==> config.mk <==
export PLATFORM = sky130hd
export DESIGN_NAME = z80_irq_ctrl
export DESIGN_NICKNAME = d
export VERILOG_FILES = /design/src/rtl/z80_irq_pkg.sv /design/src/rtl/irq_edge_det.sv /design/src/rtl/z80_irq_ctrl.sv
export SDC_FILE = /design/constraint.sdc
export NUM_CORES = 1
export LEC_CHECK = 0
export BUFFER_PORTS_ARGS = -buffer_cell sky130_fd_sc_hd__buf_2
export CORE_ASPECT_RATIO = 0.9
export CORE_UTILIZATION = 53
export CTS_CLUSTER_SIZE = 8
export DETAILED_ROUTE_END_ITERATION = 10
export PLACE_DENSITY = 0.87
export REMOVE_ABC_BUFFERS = 1
export SYNTH_ARGS = -nofsm -noshare
export SYNTH_HDL_FRONTEND = slang
export SYNTH_SLANG_ARGS = --single-unit
==> constraint.sdc <==
create_clock -name clk -period 2.5 [get_ports clk]
set_input_delay 0.25 -clock clk [delete_from_list [all_inputs] [get_ports clk]]
set_output_delay 0.25 -clock clk [all_outputs]
set_load 0.02 [all_outputs]
==> src/rtl/z80_irq_pkg.sv <==
// Shared types and constants for the Z80 interrupt controller.
// Holds the acknowledge FSM states, register offsets and the priority picker.
package z80_irq_pkg;

    typedef enum logic {
        IDLE = 1'b0,
        ACK  = 1'b1
    } ack_state_t;

    localparam logic [1:0] REG_PEND     = 2'd0;
    localparam logic [1:0] REG_CLR      = 2'd1;
    localparam logic [1:0] REG_VEC      = 2'd2;
    localparam int         NSRC         = 4;
    localparam logic [2:0] SPURIOUS_IDX = 3'd7;

    // Lowest set bit wins; no request at all yields the spurious index.
    function automatic logic [2:0] first_active(input logic [NSRC-1:0] req);
        first_active = SPURIOUS_IDX;
        for (int i = NSRC - 1; i >= 0; i--) begin
            if (req[i]) first_active = 3'(i);
        end
    endfunction

endpackage

==> src/rtl/irq_edge_det.sv <==
// Per-source rising-edge detector; define Z80_IRQ_SYNC_EN for a 2-flop input synchronizer.
// Latency: rise is combinational from the sampled level (+2 clk with the synchronizer); no backpressure.
module irq_edge_det (
    input  logic clk,
    input  logic src,
    output logic rise
);

    logic sampled;
    logic hist;

`ifdef Z80_IRQ_SYNC_EN
    logic sync1;
    logic sync2;

    always_ff @(posedge clk) begin
        sync1 <= src;
        sync2 <= sync1;
    end

    assign sampled = sync2;
`else
    assign sampled = src;
`endif

    // Deliberately unreset so a source held high across reset release is not seen as an edge.
    always_ff @(posedge clk) begin
        hist <= sampled;
    end

    assign rise = sampled & ~hist;

endmodule

==> src/rtl/z80_irq_ctrl.sv <==
// Z80 mode-0/2 style interrupt controller: 4 edge sources, mask, vector base, ack FSM (Z80_IRQ_SYNC_EN adds input sync).
// Latency: reads and the ack vector are combinational, register writes apply on the first io_wr clk; no backpressure.
module z80_irq_ctrl
    import z80_irq_pkg::*;
#(
    parameter logic [7:0] IO_BASE = 8'h10
) (
    input  logic       clk,
    input  logic       reset,
    input  logic [3:0] irq_src,
    input  logic       cpu_m1_n,
    input  logic       cpu_iorq_n,
    input  logic       cpu_rd_n,
    input  logic       cpu_wr_n,
    input  logic [7:0] cpu_addr,
    input  logic [7:0] cpu_d_in,
    output logic [7:0] d_out,
    output logic       d_oe,
    output logic       int_n
);

    logic            ack;
    logic            addr_hit;
    logic            io_rd;
    logic            io_wr;
    logic            wr_prev;
    logic            wr_first;
    logic [1:0]      reg_off;
    logic [NSRC-1:0] rise;
    logic [NSRC-1:0] pending;
    logic [NSRC-1:0] mask;
    logic [NSRC-1:0] clr_wr;
    logic [NSRC-1:0] clr_ack;
    logic [3:0]      vec_base;
    ack_state_t      state;
    ack_state_t      state_nxt;
    logic [2:0]      idx;
    logic [2:0]      idx_nxt;
    logic            ack_done;

    assign ack      = ~cpu_m1_n & ~cpu_iorq_n;
    assign addr_hit = (cpu_addr[7:2] == IO_BASE[7:2]);
    assign io_rd    = cpu_m1_n & ~cpu_iorq_n & ~cpu_rd_n & addr_hit;
    assign io_wr    = cpu_m1_n & ~cpu_iorq_n & ~cpu_wr_n & addr_hit;
    assign reg_off  = cpu_addr[1:0];
    assign wr_first = io_wr & ~wr_prev;

    for (genvar g = 0; g < NSRC; g++) begin : g_src
        irq_edge_det u_edge (
            .clk  (clk),
            .src  (irq_src[g]),
            .rise (rise[g])
        );
    end

    assign clr_wr  = (wr_first && reg_off == REG_CLR) ? cpu_d_in[NSRC-1:0] : '0;
    assign clr_ack = (ack_done && idx != SPURIOUS_IDX) ? (NSRC'(1) << idx) : '0;
    assign int_n   = ~|(pending & mask);

    always_comb begin
        state_nxt = state;
        idx_nxt   = idx;
        ack_done  = 1'b0;
        d_oe      = 1'b0;
        d_out     = 8'h00;
        case (state)
            IDLE: begin
                if (ack) begin
                    state_nxt = ACK;
                    idx_nxt   = first_active(pending & mask);
                end
            end
            ACK: begin
                d_oe  = 1'b1;
                d_out = {vec_base, idx, 1'b0};
                if (!ack) begin
                    state_nxt = IDLE;
                    ack_done  = 1'b1;
                end
            end
        endcase
        if (io_rd) begin
            d_oe = 1'b1;
            case (reg_off)
                REG_PEND: d_out = {4'h0, pending};
                REG_CLR:  d_out = {4'h0, mask};
                REG_VEC:  d_out = {vec_base, 4'h0};
                default:  d_out = 8'h00;
            endcase
        end
    end

    always_ff @(posedge clk) begin
        if (reset) begin
            state    <= IDLE;
            idx      <= '0;
            pending  <= '0;
            mask     <= '0;
            vec_base <= '0;
            wr_prev  <= 1'b0;
        end else begin
            state   <= state_nxt;
            idx     <= idx_nxt;
            wr_prev <= io_wr;
            // New edges override any clear landing on the same clk.
            pending <= (pending & ~(clr_wr | clr_ack)) | rise;
            if (wr_first) begin
                case (reg_off)
                    REG_PEND: mask     <= cpu_d_in[NSRC-1:0];
                    REG_VEC:  vec_base <= cpu_d_in[7:4];
                    default:  ;
                endcase
            end
        end
    end

endmodule

==> qor.yml <==
drtIter0Drc: 42
viasPerCell: 6.30
hold_path_class: "in2reg"
fmax_ghz: 0.450
dr.pass1.iters: 4
grt_antenna_before_repair: 0
max_slew.worst_pin.slew_ps: 631
ir_drop_mv: 0.313
switching_share: 0.266
core_sq_um: 1950
yosysWarnings: 0
ios: 36
numPortBuffers: 35
power_uw: 602
power.switching_uw: 160
cap_violations: 0
tns_ps: 0
grt_max_degree: 19
setup_viol: 0
post_cts_resized: 0
slew_violations: 0
gp_congestion: 0.814
cts_tree: "yes"
fp-row-count: 15
multiInputGateArea_sq_um: 653
die_h_microns: 45.8
finClkSkew_ps: 1.83
cell_internal_pwr_uw: 442
overflow: 0
drtAntennaViolNets: 0
clk_latency_ps: 300
grt_pass1_vias: 1082
ctsHoldBuffers: 0
die_area_sq_um: 2320
critical_path.max_fanout: 9
synth-seq-cells: 21
cts_buffer_depth: 2
grt_pass1_wl_microns: 4720
synth_top_area_share: 0.373
drc: 0
dp_hpwl_microns: 2250
min_period_over_period: 0.890
nNetsFinal: 191
yosysSeqAreaShare: 0.373
synth_area_sq_um: 1130
wl_per_cell_microns: 15.6
rsz0062_at_grt: "no"
wl_microns: 2960
path_clk_slew_ps: 120
hold_violations: 0
grt_usage: 0.274
cts_setup_buffers: 0
end_kind: "output port"
regArea_sq_um: 420
finalCriticalPeriod_ps: 2220
netlist_instances: 131
critPathRequiredTime_ps: 2250
synth.area.top_cells: "dfxtp_1 (37%), mux2i_1 (8.0%), o31ai_1 (6.7%), nand4_1 (6.1%), a21oi_1 (4.9%)"
relSlewSlack: 0.574
avgSynthCellArea_sq_um: 8.61
clock-sinks: 21
yosysUniqueCellTypes: 31
p_seq_frac: 0.595
fillers: 174
status: "completed"
start_util: 0.578
combPwrFrac: 0.132
cts-buffers-inserted: 3
pwr-share-clk: 0.272
power_density_nw_per_um2: 448
htreeDepth: 1
area_growth_pct: 19.3
power_leakage_uw: 0.000542
synth_area_leader_cell: "dfxtp_1"
critPathArrivalTime_ps: 1970
cts_root_buf: "clkbuf_4"
path_class: "in2out"
n_antenna_cell: 0
die_w_microns: 50.6
layout-drive-gt1-share: 0.274
vias: 1190
startpoint_type: "input pin"
## synthesized netlist by cell type (all sizes together)
master / n
and2: 1
a21oi: 11
nor2: 4
a22o: 2
and4: 2
buf: 2
nand4: 11
and3: 1
nor3: 3
or4: 1
or2: 1
nand2: 14
or4b: 3
nand2b: 2
o31ai: 10
clkbuf: 8
or3: 2
o211ai: 1
o311a: 2
o21bai: 1
nor4: 2
nand3b: 4
o21ai: 2
a22oi: 1
mux2i: 9
o311ai: 4
dfxtp: 21
nor4b: 4
inv: 2
## metrics by stage
step           setup WS [ps]  cell area (sq um)  utilization  hold WS (ps)  std cells
2_1_floorplan            140               1080            -           278        121
3_3_place_gp             336               1320        0.675           365        185
3_5_place_dp             277               1320        0.675           371        185
4_1_cts                  276               1350        0.689          54.2        189
5_1_grt                  232               1350        0.689          40.7        189
6_report                 275               1350        0.689          55.5        189
## cell type report
class | instances | share of cell area
clock inverter | 1 | 0.00372
clock buffer | 3 | 0.0167
inverter | 2 | 0.00558
sequential | 21 | 0.313
timing repair buffer | 39 | 0.153
tap | 25 | 0.0233
multi-input combinational | 98 | 0.486
## sequential cells by signal (all words and copies together), names as in the netlist
register / count
g_src.u_edge.hist: 4
vec_base: 4
pending: 4
state: 1
wr_prev: 1
idx: 3
mask: 4
## critical path, stage by stage
cell     delay, ps
buf_2          100
or4b_1         580
or3_1          540
o31ai_1        290
buf_2          200
## worst paths after layout
| path | start | endpoint | slack, ps | depth (start not counted) |
|---|---|---|---|---|
| min reg2reg | idx[0]$_SDFFE_PP0P_ | idx[0]$_SDFFE_PP0P_ | 480 | 2 |
| min | irq_src[0] | g_src[0].u_edge.hist$_DFF_P_ | 60 | 1 |
| max reg2reg | wr_prev$_SDFF_PP0_ | vec_base[2]$_SDFFE_PP0P_ | 980 | 3 |
| max | cpu_addr[5] | d_out[3] | 280 | 5 |
## routing by layer
metal	global-route usage	routed length (microns)	up-vias
met1	0.363	1390	549
met4	0.0833	40	0
met3	0.0300	157	6
met2	0.475	1370	55
met5	0	0	-
li1	-	-	580
## power groups by stage
| stage | sequential, uW | combinational, uW | clock, uW |
|---|---|---|---|
| after CTS | 358 | 79.1 | 166 |
| final | 358 | 79.7 | 164 |
| after global placement | 365 | 74.8 | 0 |
| after detailed placement | 365 | 78.8 | 0 |
| after global routing | 360 | 86.6 | 179 |
| after floorplan | 362 | 34.6 | 0 |
## cell families (layout without fill, tap and decap cells)
kind of cell	count (synthesis)	after routing	synth area share
and+or+nand+nor	55	55	0.291
buffers and inverters	12	45	0.0477
DFF	21	21	0.373
AOI/OAI and AO/OA	34	34	0.209
muxes	9	9	0.0799
## placed cells by master, fill, tap and decap left out, types with 3 or more instances in the layout
cell,instances
buf_2,35
dfxtp_1,21
nand2_1,14
a21oi_1,11
nand4_1,11
o31ai_1,10
mux2i_1,9
nand3b_1,4
o311ai_0,4
nor4b_1,4
nor2_1,4
buf_4,4
nor3_1,3
clkbuf_4,3
No activity file was read; power rests on OpenSTA's default activity.
